[src/rtl/billiard_pkg.sv]
// Shared types and default tuning constants for the billiard shot controller.
package billiard_pkg;

  typedef enum logic [1:0] {
    MOVING    = 2'd0,
    AIM       = 2'd1,
    FIRE      = 2'd2,
    WAIT_MOVE = 2'd3
  } shot_state_t;

  localparam int DEF_MAX_STEPS     = 5;
  localparam int DEF_REPEAT_DELAY  = 15;
  localparam int DEF_REPEAT_PERIOD = 5;

endpackage

[src/rtl/key_repeat.sv]
// One direction key: rising-edge detect plus frame-based auto-repeat request.
module key_repeat #(
  parameter int REPEAT_DELAY  = 15,
  parameter int REPEAT_PERIOD = 5,
  parameter int CW            = 4
) (
  input  logic clk,
  input  logic resetN,
  input  logic i_key,
  input  logic i_en,
  input  logic i_block,
  input  logic i_sof,
  output logic o_req
);

  logic          r_key_prev;
  logic [CW-1:0] r_cnt;
  logic [CW-1:0] w_cnt_inc;
  logic          w_active;
  logic          w_edge;
  logic          w_repeat;

  assign w_active  = i_en & i_key & ~i_block;
  assign w_cnt_inc = r_cnt + CW'(1);
  assign w_edge    = i_key & ~r_key_prev;
  assign w_repeat  = i_sof && (w_cnt_inc == CW'(REPEAT_DELAY));
  assign o_req     = w_active & (w_edge | w_repeat);

  // After the first repeat the counter is rewound by one period, so every
  // later repeat lands when it climbs back to REPEAT_DELAY.
  always_ff @(posedge clk or negedge resetN) begin
    if (!resetN) begin
      r_key_prev <= 1'b0;
      r_cnt      <= '0;
    end else begin
      r_key_prev <= i_key;
      if (!w_active)
        r_cnt <= '0;
      else if (w_repeat)
        r_cnt <= CW'(REPEAT_DELAY - REPEAT_PERIOD);
      else if (i_sof)
        r_cnt <= w_cnt_inc;
    end
  end

endmodule

[src/rtl/shot_input_ctrl.sv]
// Cue-ball shot controller: waits for the ball to settle, collects charge
// pulses from the direction keys, and fires on the shoot key.
module shot_input_ctrl
  import billiard_pkg::*;
#(
  parameter int REPEAT_DELAY  = DEF_REPEAT_DELAY,
  parameter int REPEAT_PERIOD = DEF_REPEAT_PERIOD,
  parameter int STILL_FRAMES  = 4,
  parameter int MOVE_TIMEOUT  = 8,
  parameter int MAX_STEPS     = DEF_MAX_STEPS
) (
  input  logic               clk,
  input  logic               resetN,
  input  logic               startOfFrame,
  input  logic               keyUp,
  input  logic               keyDown,
  input  logic               keyLeft,
  input  logic               keyRight,
  input  logic               keySpace,
  input  logic signed [10:0] topLeftX,
  input  logic signed [10:0] topLeftY,
  output logic               chargeUp,
  output logic               chargeDown,
  output logic               chargeLeft,
  output logic               chargeRight,
  output logic               releaseBall,
  output logic signed [3:0]  powerX,
  output logic signed [3:0]  powerY,
  output logic               aiming
);

  localparam int SW = $clog2(STILL_FRAMES + 1);
  localparam int MW = $clog2(MOVE_TIMEOUT + 1);
  localparam int CW = $clog2(REPEAT_DELAY + 1);
  localparam logic signed [3:0] P_MAX = 4'(MAX_STEPS);
  localparam logic signed [3:0] P_MIN = -4'(MAX_STEPS);

  shot_state_t        r_state;
  shot_state_t        w_state_next;
  logic signed [10:0] r_prev_x;
  logic signed [10:0] r_prev_y;
  logic [SW-1:0]      r_still_cnt;
  logic [MW-1:0]      r_frame_cnt;
  logic               r_space_prev;
  logic [3:0]         r_pulse;
  logic signed [3:0]  r_power_x;
  logic signed [3:0]  r_power_y;

  logic               w_same;
  logic               w_stationary;
  logic               w_aim;
  logic               w_fire_now;
  logic [3:0]         w_key;
  logic [3:0]         w_block;
  logic [3:0]         w_req;
  logic [3:0]         w_ok;
  logic [3:0]         w_pulse_next;

  assign w_same       = (topLeftX == r_prev_x) && (topLeftY == r_prev_y);
  assign w_stationary = (r_still_cnt == SW'(STILL_FRAMES));
  assign w_aim        = (r_state == AIM);
  assign w_fire_now   = w_aim & keySpace & ~r_space_prev;

  // Bit order everywhere: 0 up, 1 down, 2 left, 3 right.
  assign w_key   = {keyRight, keyLeft, keyDown, keyUp};
  assign w_block = {{2{keyLeft & keyRight}}, {2{keyUp & keyDown}}};
  assign w_ok    = {r_power_x != P_MIN, r_power_x != P_MAX,
                    r_power_y != P_MIN, r_power_y != P_MAX};
  assign w_pulse_next = w_req & w_ok & {4{~w_fire_now}};

  for (genvar gi = 0; gi < 4; gi++) begin : g_key
    key_repeat #(
      .REPEAT_DELAY (REPEAT_DELAY),
      .REPEAT_PERIOD(REPEAT_PERIOD),
      .CW           (CW)
    ) u_key_repeat (
      .clk    (clk),
      .resetN (resetN),
      .i_key  (w_key[gi]),
      .i_en   (w_aim),
      .i_block(w_block[gi]),
      .i_sof  (startOfFrame),
      .o_req  (w_req[gi])
    );
  end

  always_comb begin
    w_state_next = r_state;
    case (r_state)
      MOVING:    if (w_stationary) w_state_next = AIM;
      AIM:       if (w_fire_now) w_state_next = FIRE;
                 else if (!w_stationary) w_state_next = MOVING;
      FIRE:      w_state_next = WAIT_MOVE;
      WAIT_MOVE: if (startOfFrame &&
                     (!w_same || r_frame_cnt == MW'(MOVE_TIMEOUT - 1)))
                   w_state_next = MOVING;
      default:   w_state_next = MOVING;
    endcase
  end

  always_ff @(posedge clk or negedge resetN) begin
    if (!resetN) begin
      r_state      <= MOVING;
      r_prev_x     <= '0;
      r_prev_y     <= '0;
      r_still_cnt  <= '0;
      r_frame_cnt  <= '0;
      r_space_prev <= 1'b0;
      r_pulse      <= '0;
      r_power_x    <= '0;
      r_power_y    <= '0;
    end else begin
      r_state      <= w_state_next;
      r_space_prev <= keySpace;
      r_pulse      <= w_pulse_next;
      if (startOfFrame) begin
        r_prev_x <= topLeftX;
        r_prev_y <= topLeftY;
      end
      // Stillness is only tracked outside a shot so a timed-out shot must
      // see a fresh run of still frames before aiming again.
      if (r_state == FIRE || r_state == WAIT_MOVE)
        r_still_cnt <= '0;
      else if (startOfFrame)
        r_still_cnt <= !w_same ? '0 :
                       w_stationary ? r_still_cnt : r_still_cnt + SW'(1);
      if (r_state != WAIT_MOVE)
        r_frame_cnt <= '0;
      else if (startOfFrame)
        r_frame_cnt <= r_frame_cnt + MW'(1);
      if (w_fire_now) begin
        r_power_x <= '0;
        r_power_y <= '0;
      end else begin
        if (w_pulse_next[0])      r_power_y <= r_power_y + 4'sd1;
        else if (w_pulse_next[1]) r_power_y <= r_power_y - 4'sd1;
        if (w_pulse_next[2])      r_power_x <= r_power_x + 4'sd1;
        else if (w_pulse_next[3]) r_power_x <= r_power_x - 4'sd1;
      end
    end
  end

  assign chargeUp    = r_pulse[0];
  assign chargeDown  = r_pulse[1];
  assign chargeLeft  = r_pulse[2];
  assign chargeRight = r_pulse[3];
  assign powerX      = r_power_x;
  assign powerY      = r_power_y;
  assign aiming      = (r_state == AIM);
  assign releaseBall = (r_state == FIRE);

endmodule
[config.mk]
export PLATFORM = sky130hd
export DESIGN_NAME = shot_input_ctrl
export DESIGN_NICKNAME = d
export VERILOG_FILES = /design/src/rtl/billiard_pkg.sv /design/src/rtl/key_repeat.sv /design/src/rtl/shot_input_ctrl.sv
export SDC_FILE = /design/constraint.sdc
export NUM_CORES = 1
export LEC_CHECK = 0
export ABC_AREA = 1
export CORE_MARGIN = 8
export CORE_UTILIZATION = 60
export CTS_CLUSTER_SIZE = 12
export DETAILED_ROUTE_END_ITERATION = 10
export GPL_TIMING_DRIVEN = 1
export PLACE_DENSITY = 0.94
export SYNTH_ARGS = -nofsm -noshare
export SYNTH_HDL_FRONTEND = slang
export SYNTH_SLANG_ARGS = --single-unit
[constraint.sdc]
create_clock -name clk -period 3.4 [get_ports clk]
set_clock_uncertainty 0.1 [all_clocks]
set_input_delay 0.34 -clock clk [delete_from_list [all_inputs] [get_ports clk]]
set_output_delay 0.34 -clock clk [all_outputs]
set_load 0.1 [all_outputs]
* Word level (Yosys, flattened, before mapping)
Index checks and enable logic that the tools add are counted.
** Cells by class
- Equality and inequality tests :: 24
- Bitwise gates (word level) :: 34
- Add/sub/neg operators :: 10
- Mux-type cells :: 29
- Reductions and logical operators :: 16
** Operators with widths (count)
- 2-to-1 mux 4 bit :: 20
- equality test 11 bit :: 2
- adder 4 x 1 -> 4 bit, second input constant :: 5
- AND 1 bit :: 20
- equality test 4 bit, second input constant :: 4
- inequality test 4 bit, second input constant :: 4
- inequality test 3 bit, second input constant :: 5
- 2-to-1 mux 3 bit :: 4
- adder 4 x 2 -> 4 bit, second input constant :: 2
- AND 4 bit :: 2
- 2-to-1 mux 2 bit :: 4
- inverter 1 bit :: 8
- one-hot mux 2 bit (4 select lines) :: 1
- subtractor 4 x 2 -> 4 bit, second input constant :: 2
- logical AND 1 bit :: 6
- inequality test 2 bit, second input constant :: 3
- nonzero test 3 bit :: 2
- equality test 2 bit, second input constant :: 2
- equality test 4 x 3 -> 1 bit, second input constant :: 1
- bitwise OR 1 bit :: 4
- nonzero test 2 bit :: 2
- adder 3 x 1 -> 3 bit, second input constant :: 1
- equality test 3 bit, second input constant :: 1
- inequality test 3 x 2 -> 1 bit, second input constant :: 1
- 6 further kinds :: 7
** Word-level totals
- Flip-flop bits (word level) :: 64

* Depth between registers and ports, before layout
Gate-level depths: netlist of run 1.
- Word-level depth :: 10
- Depth in mapped cells :: 14
- Depth with buffers taken out :: 14

* Cells and area by module
A second synthesis of run 1 with hierarchy kept.
** Second synthesis, totals
- Cells, all modules :: 481
- Area total of the unflattened synthesis :: 3641.0 µm²
** Modules (own cells, without submodules)
- shot_input_ctrl :: area each 2429.8 µm², instances 1, cells each 325
- key_repeat :: area each 302.8 µm², instances 4, cells each 39

* Worst setup path after synthesis of run 1
Ideal clock, no wire load.
- Path kind :: register to register
- Start point :: register r_power_x[0] (netlist: powerX[0])
- End point :: register r_power_x[3] (netlist: powerX[3])
- Slack :: 0.537 ns
- Required time :: 3.179 ns
- Stages on the path, launching flop included :: 12
- Arrival :: 2.642 ns
- Path through :: dfrtp_1 -> inv_1 -> nor3_1 -> a21oi_4 -> nand3_4 -> ha_1 -> a21oi_1 -> nand2_1 -> xor2_1 -> nand3b_1 -> nand3_1 -> nand2_1
** On the way
- Cells in the longest elaborated chain, start to end :: 5
- Elaborated cells between the ends (all ways) :: 10
- Those cells by class :: 2 x add/sub; 2 x eq/ne; 3 x mux; 2 x bitwise; 1 x reduce/logical
** RTL lines
- from (decl) :: RTL line shot_input_ctrl.sv:46 : logic signed [3:0] r_power_x;
- from (signal assigned) :: RTL line shot_input_ctrl.sv:137 : if (w_pulse_next[2]) r_power_x <= r_power_x + 4'sd1;
- from (signal assigned) :: RTL line shot_input_ctrl.sv:138 : else if (w_pulse_next[3]) r_power_x <= r_power_x - 4'sd1;
- parallel branches: the longest is 5 deep, another holds subtractor 4 x 2 -> 4 bit
Several ways; the timed one is not identified. The select of a mux whose other input is x is not followed.
A chain may end at the register's enable or synchronous reset.

* Worst setup path in the final report of run 1
- Start point :: register g_key[2].u_key_repeat.r_cnt[0]
- End point :: register r_power_x[3] (netlist: powerX[3])
** On the way
- Cells in the longest elaborated chain, start to end :: 9
- Elaborated cells between the ends (all ways) :: 10
- Those cells by class :: 1 x add/sub; 1 x eq/ne; 2 x mux; 4 x bitwise; 2 x reduce/logical
** RTL lines
- from (decl) :: RTL line key_repeat.sv:17 : logic [CW-1:0] r_cnt;
- from (signal assigned) :: RTL line key_repeat.sv:40 : r_cnt <= CW'(REPEAT_DELAY - REPEAT_PERIOD);
- from (signal assigned) :: RTL line key_repeat.sv:42 : r_cnt <= w_cnt_inc;
- adder 4 x 1 -> 4 bit (*) :: RTL line key_repeat.sv:24 : assign w_cnt_inc = r_cnt + CW'(1);
- equality test 4 bit (*) :: RTL line key_repeat.sv:26 : assign w_repeat = i_sof && (w_cnt_inc == CW'(REPEAT_DELAY));
- logical AND 1 bit (*) :: RTL line key_repeat.sv:26
- bitwise OR 1 bit (*) :: RTL line key_repeat.sv:27 : assign o_req = w_active & (w_edge | w_repeat);
- AND 1 bit (*) :: RTL line key_repeat.sv:27
- AND 4 bit (*) (2 in a row) :: RTL line shot_input_ctrl.sv:69 : assign w_pulse_next = w_req & w_ok & {4{~w_fire_now}};
- 2-to-1 mux 4 bit :: RTL line shot_input_ctrl.sv:137
- 2-to-1 mux 4 bit :: RTL line shot_input_ctrl.sv:131 : if (w_fire_now) begin
Mark *: on every way between the ends. The rest lies on a longest branch, timed or not.

==> results.sh, run 1 <==
export IMPL_clock_latency_ns=0.34
export IMPL_synth_top_cell_by_area="dfrtp_1"
export IMPL_maxSlewHeadroom_pct=34.8
export IMPL_yosysWarnings=0
export IMPL_ir_worst_vdd_mv=0.664
export IMPL_crit_top_cell="nand2_1"
export IMPL_synth_common_cells="135 x nand2_1, 64 x dfrtp_1, 64 x inv_1, 32 x o21ai_0, 31 x nor2_1"
export IMPL_setup_tns_final_ns=0
export IMPL_drive_above_1_share_pct=9.04
export IMPL_switchingPower_mw=1.15
export IMPL_grt_max_degree=49
export IMPL_p_clk_share_pct=23.9
export IMPL_die_y_um=93.5
export IMPL_cpMaxStageDelayCell="dfrtp_1"
export IMPL_period_share_pct=74.3
export IMPL_num_rows=28
export IMPL_wirelength_um=7910
export IMPL_slowest_delay_ns=0.41
export IMPL_crit_family="simple AND/OR/NAND/NOR gates"
export IMPL_slew_violations=0
export IMPL_dp_final_hpwl_um=5760
export IMPL_cts_repair_resized=0
export IMPL_arrival_ns=2.66
export IMPL_syn_num_nets=501
export IMPL_rsz0062_at_grt="no"
export IMPL_drc=0
export IMPL_drv_cap=0
export IMPL_netlist_area_um2=3600
export IMPL_crit_fanout=4
export IMPL_final_nets=551
export IMPL_start_kind="flip-flop"
export IMPL_p_per_area_nw_per_um2=613
export IMPL_drtIter0Drc=143
export IMPL_ys_ff_latch=64
export IMPL_tightest_slew_ns=0.975
export IMPL_firstDrtPassIters=4
export IMPL_n_antenna_cell=0
export IMPL_finalSetupViolCount=0
export IMPL_cts_buffer_depth=2
export IMPL_ys_flop_type="dfrtp_1"
export IMPL_postCtsSetupBuffers=0
export IMPL_ant_nets=0
export IMPL_outcome="completed"
export IMPL_post_route_util_pct=73.6
export IMPL_switching_share_pct=43.6
export IMPL_syn_to_final_growth_pct=19.5
export IMPL_avgSynthCellArea_um2=7.93
export IMPL_synth_top_area_share_pct=44.5
export IMPL_grt_use_total_pct=19.6
export IMPL_p_seq_share_pct=35.5
export IMPL_path_cells="ha_1 -> xor2_1 -> nand4_1 -> nand2_1 -> nand3_4 -> ha_1 -> a21oi_1 -> nand2_1 -> xor2_1 -> nand3b_1 -> nand3_1 -> nand2_1"
export IMPL_detailed_place_area_um2=4110
export IMPL_cts_root_buffer="clkbuf_8"
export IMPL_hold_path_class="in -> reg"
export IMPL_post_route_min_period_ns=2.53
export IMPL_antenna_found_initial=0
export IMPL_fp_dieW_um=93.5
export IMPL_grt_pass1_wl_um=13800
export IMPL_p_int_mw=1.49
export IMPL_nFillCells=416
export IMPL_cp_end_kind="flip-flop"
export IMPL_synthTopCellsByArea="dfrtp_1 44%, nand2_1 14%, inv_1 6.7%"
export IMPL_path_class="reg -> reg"
export IMPL_p_leak_nw=2.21
export IMPL_synth_edf_count=0
export IMPL_hold_ws_ns=0.366
export IMPL_final_area_um2=4310
export IMPL_num_vias=3108
export IMPL_start_util_pct=61.6
export IMPL_place_gp_congestion=0.826
export IMPL_numPortBuffers=43
export IMPL_synth_most_common_cell="nand2_1"
export IMPL_required_ns=3.53
export IMPL_yosysUniqueCellTypes=32
export IMPL_path_buf_inv=0
export IMPL_hold_viol=0
export IMPL_combPwrFrac_pct=40.6
export IMPL_ctsHtreeMaxLevel=3
export IMPL_grt_ovfl_total=0
export IMPL_cts_buffers=9
export IMPL_clkSlewWorstSetupHoldPaths_ns=0.07
export IMPL_grt_pass1_vias=3226
export IMPL_vias_per_cell=5.32
export IMPL_fmax_mhz=396
export IMPL_pin_count=44
export IMPL_core_area_um2=5850
export IMPL_cts_sinks=64
export IMPL_synthArstFlopShare_pct=100
export IMPL_ys_seq_area_share_pct=44.5
export IMPL_wire_per_inst_um=13.5
export IMPL_cts_tree="done"
export IMPL_netlist_instances=454
export IMPL_die_area_um2=8740
-- flip-flops by register name, indices dropped and copies added, names as in the netlist, named ones only --
name / count
powerY: 4
r_prev_x: 11
r_pulse: 4
g_key.u_key_repeat.r_cnt: 16
g_key.u_key_repeat.r_key_prev: 4
r_space_prev: 1
r_prev_y: 11
r_state: 1
powerX: 4
r_still_cnt: 3
r_frame_cnt: 4
-- area by class of cell --
| cell class | count | area, µm² | area share, % |
|---|---|---|---|
| tap | 75 | 93.8 | 2.18 |
| sequential | 64 | 1600 | 37.2 |
| inverter | 72 | 270 | 6.28 |
| timing repair buffer | 47 | 453 | 10.5 |
| clock inverter | 6 | 60.1 | 1.39 |
| multi-input combinational | 310 | 1700 | 39.5 |
| clock buffer | 10 | 128 | 2.96 |
-- power by group through the flow --
stage | logic, mW | clock network [mW] | registers [mW]
after floorplan | 0.503 | 0 | 1.24
after global placement | 1.03 | 0 | 0.942
after detailed placement | 1.07 | 0 | 0.946
after CTS | 1.07 | 0.646 | 0.934
after global routing | 1.15 | 0.682 | 0.945
final | 1.07 | 0.630 | 0.937
-- repair_timing --
item	4_1_cts	5_1_grt
endpoints found under the setup margin	0	0
hold buffers	1	0
hold endpoints to repair	25	0
-- path summary, 6_finish.rpt --
kind	startpoint	endpoint	slack, ns	cells after the start
setup / recovery	g_key[2].u_key_repeat.r_cnt[0]	powerX[3]	0.87	12
hold / removal	keySpace	r_space_prev	0.37	1
setup reg to reg	g_key[2].u_key_repeat.r_cnt[0]	powerX[3]	0.87	12
hold reg to reg	r_prev_y[10]	r_prev_y[10]	0.40	2
max in group asynchronous	resetN	powerX[1]	2.31	3
min in group asynchronous	resetN	r_prev_y[6]	0.43	3
-- routing by layer --
layer	up-vias	GRT usage [%]	routed length, µm
met5	-	0	0
met4	0	9.26	144
met3	16	5.37	504
met2	99	32.5	3910
met1	1464	22.9	3340
li1	1529	-	-
-- per-stage QoR --
| step | total power [mW] | worst slack [ns] | cells |
|---|---|---|---|
| final | 2.64 | 0.874 | 584 |
| after global routing | 2.78 | 0.665 | 584 |
| after CTS | 2.65 | 0.876 | 584 |
| after detailed placement | 2.02 | 0.552 | 567 |
| after global placement | 1.97 | 0.656 | 567 |
| after floorplan | 1.74 | 0.537 | 454 |
-- cell usage in the layout (no fill, tap or decap), types with 3 or more instances in the layout --
master / n
nor3_4: 3
inv_2: 8
buf_4: 5
xor2_1: 12
nor2_1: 31
nand2_2: 3
clkbuf_8: 9
nand3_1: 24
xnor2_1: 6
a21oi_1: 8
dfrtp_1: 64
nand2_1: 135
inv_1: 64
clkdlybuf4s50_1: 40
o21ai_0: 32
ha_1: 15
o31ai_1: 4
nand3b_1: 5
clkinv_2: 3
nand4_1: 12
-- worst register-to-register path, cell delays in order, from the launching register on --
cell and delay, ns:
dfrtp_1 0.41, ha_1 0.22, xor2_1 0.20, nand4_1 0.17, nand2_1 0.18, nand3_4 0.11
ha_1 0.34, a21oi_1 0.16, nand2_1 0.07, xor2_1 0.15, nand3b_1 0.16, nand3_1 0.09
nand2_1 0.05
-- cells by family (layout without fill, tap and decap cells) --
| group | Yosys count | after routing | synth area share, % |
|---|---|---|---|
| simple gates | 223 | 223 | 28.2 |
| buf+inv | 80 | 135 | 8.37 |
| xor+xnor | 18 | 18 | 4.38 |
| compound gates | 52 | 52 | 8.27 |
| fa+ha+maj | 17 | 17 | 6.32 |
| flops | 64 | 64 | 44.5 |
(Power assumes the default switching activity.)
==> inputs of run 2 (changes only) <==
Settings changed: CORE_UTILIZATION 60 to 56, PLACE_DENSITY 0.94 to 0.89.
Clock period 3.4 ns to 2.4 ns, I/O delays scaled along.
==> results.sh, run 2 (synthesis gave the netlist of run 1 again) <==
export IMPL_outcome="finished with violations"
export IMPL_violations="setup timing"
export IMPL_core_area_um2=6280
export IMPL_syn_to_final_growth_pct=29.8
export IMPL_p_leak_nw=2.40
export IMPL_stdcell_count=619
export IMPL_grtUsageMet2_pct=34.2
export IMPL_ir_worst_vdd_mv=1.11
export IMPL_wire_per_inst_um=14.9
export IMPL_final_common_cell="nand2_1"
export IMPL_switching_share_pct=42.5
export IMPL_r2r_cells=13
export IMPL_period_share_pct=107
export IMPL_start_util_pct=57.4
export IMPL_firstDrtPassIters=5
export IMPL_n_antenna_cell=0
export IMPL_power_mw=4.15
export IMPL_finalSetupViolCount=1
export IMPL_cts_root_buffer="clkbuf_8"
export IMPL_clock_latency_ns=0.36
export IMPL_rsz0062_at_grt="yes"
export IMPL_fp_dieW_um=96.2
export IMPL_place_inst=588
export IMPL_drv_cap=0
export IMPL_drc=0
export IMPL_clkSlewWorstSetupHoldPaths_ns=0.07
export IMPL_largest_register="g_key.u_key_repeat.r_cnt"
export IMPL_grt_ovfl_total=0
export IMPL_grt_use_total_pct=20.3
export IMPL_timing_rr_end="powerY[3]"
export IMPL_top_usage_layer="met2"
export IMPL_num_rows=29
export IMPL_setup_tns_final_ns=-0.168
export IMPL_drtIter0Drc=161
export IMPL_place_gp_congestion=0.899
export IMPL_slowest_delay_ns=0.42
export IMPL_worst_slack_ns=-0.168
export IMPL_ctsHtreeMaxLevel=3
export IMPL_path_class="reg -> reg"
export IMPL_cts_sinks=64
export IMPL_cts_tree="done"
export IMPL_num_vias=3306
export IMPL_nFillCells=431
export IMPL_pin_count=44
export IMPL_cts_buffers=9
export IMPL_antenna_found_initial=0
export IMPL_ant_nets=0
export IMPL_met1_usage_pct=23.2
export IMPL_crit_fanout=3
export IMPL_layout_cells_most_common_list="133 x nand2_1, 64 x inv_1, 55 x dfrtp_1, 49 x buf_4, 32 x o21ai_0"
export IMPL_die_y_um=96.2
export IMPL_cts_buffer_depth=2
export IMPL_reg2reg_slack_ns=-0.17
export IMPL_maxSlewHeadroom_pct=68.8
export IMPL_grt_pass1_wl_um=14500
export IMPL_p_per_area_nw_per_um2=887
export IMPL_multi_input_comb_area_um2=1780
export IMPL_ff_latch_area_um2=1620
export IMPL_tightest_slew_ns=0.465
export IMPL_largest_reg_flops=16
export IMPL_vias_per_cell=5.34
export IMPL_slew_violations=0
export IMPL_die_area_um2=9250
export IMPL_hold_ws_ns=0.207
export IMPL_largestRegisters="g_key.u_key_repeat.r_cnt (16), r_prev_x (11), r_prev_y (11)"
export IMPL_met3_usage_pct=5.93
export IMPL_post_route_util_pct=74.5
export IMPL_required_ns=2.53
export IMPL_cp_end_kind="flip-flop"
export IMPL_wirelength_um=9250
export IMPL_crit_top_cell="nand2_1"
export IMPL_fmax_mhz=389
export IMPL_numPortBuffers=43
export IMPL_p_clk_share_pct=25.2
export IMPL_path_cells="ha_2 -> xor2_1 -> nand4_1 -> nand2_2 -> nand3_4 -> ha_4 -> a21oi_2 -> nand2_1 -> xor2_1 -> nand3b_1 -> nand2_1 -> inv_1 -> nand2_1"
export IMPL_drive_above_1_share_pct=20.3
export IMPL_switchingPower_mw=1.76
export IMPL_hold_path_class="in -> async"
export IMPL_grt_pass1_vias=3244
export IMPL_p_int_mw=2.39
export IMPL_cpMaxStageDelayCell="dfrtp_1"
export IMPL_arrival_ns=2.70
export IMPL_start_kind="flip-flop"
export IMPL_dp_final_hpwl_um=6090
export IMPL_hold_viol=0
export IMPL_p_seq_share_pct=33.2
export IMPL_r2r_start="g_key[0].u_key_repeat.r_cnt[1]"
export IMPL_combPwrFrac_pct=41.6
export IMPL_grt_max_degree=50
export IMPL_final_nets=584
export IMPL_post_route_min_period_ns=2.57
run 2: cell count changes in the layout (fill, tap and decap cells not counted), sizes merged:
cell	change
clkinvlp	-1
buf	+45
bufinv	+1
clkbuf	+1
clkdlybuf4s50	-12
clkinv	-1
run 2: what timing repair did:
item | 4_1_cts | 5_1_grt
hold buffers | 1 | 0
gates resized for setup | 3 | 12
setup endpoints to repair | 2 | 4
hold endpoints to repair | 64 | 0
buffers inserted | 5 | 9
pin swaps | 4 | 8
run 2: stage by stage:
step           setup slack, ns  instance area, µm²
4_1_cts                 0.0195                4550
3_5_place_dp            -0.155                4250
2_1_floorplan         -0.00494                3620
6_report                -0.168                4680
3_3_place_gp           -0.0559                4250
5_1_grt                 -0.289                4680
run 2: area by class of cell:
class / instances / share of cell area [%]
sequential: 64 / 34.5
tap: 77 / 2.06
clock inverter: 5 / 1.74
timing repair buffer: 80 / 14.6
clock buffer: 11 / 3.02
inverter: 72 / 5.89
multi-input combinational: 310 / 38.1
run 2: metal layers:
layer  up-vias  wire [µm]
met3        20        597
met2       134       4770
met1      1557       3710
met4         0        179
met5         -          0
li1       1595          -
run 2: worst max-delay path by stage:
stage | from | endpoint | slack [ns] | depth (start not counted)
2_1_floorplan | powerX[2] | powerX[3] | -0.005 | 11
3_3_place_gp | keyLeft | powerX[3] | -0.06 | 13
3_5_place_dp | keyLeft | powerX[3] | -0.15 | 13
4_1_cts | g_key[0].u_key_repeat.r_cnt[0] | powerY[3] | 0.02 | 13
5_1_grt | g_key[0].u_key_repeat.r_cnt[1] | powerY[3] | -0.29 | 13
6_report | g_key[0].u_key_repeat.r_cnt[1] | powerY[3] | -0.17 | 13
run 2: power by group through the flow:
| stage | Combinational (mW) | Sequential (mW) | Clock (mW) |
|---|---|---|---|
| after floorplan | 0.716 | 1.77 | 0 |
| after global placement | 1.51 | 1.36 | 0 |
| after detailed placement | 1.55 | 1.36 | 0 |
| after CTS | 1.58 | 1.35 | 1.05 |
| after global routing | 1.85 | 1.39 | 1.10 |
| final | 1.73 | 1.37 | 1.05 |
run 2: critical path: cells and delay by family (launching register included):
family / cells / cell delay (ns)
flip-flops: 1 / 0.42
adder cells (fa/ha/maj): 2 / 0.47
AND/OR/NAND/NOR: 7 / 0.85
AO/OA/AOI/OAI: 1 / 0.12
buffers and inverters: 1 / 0.05
XOR/XNOR: 2 / 0.43
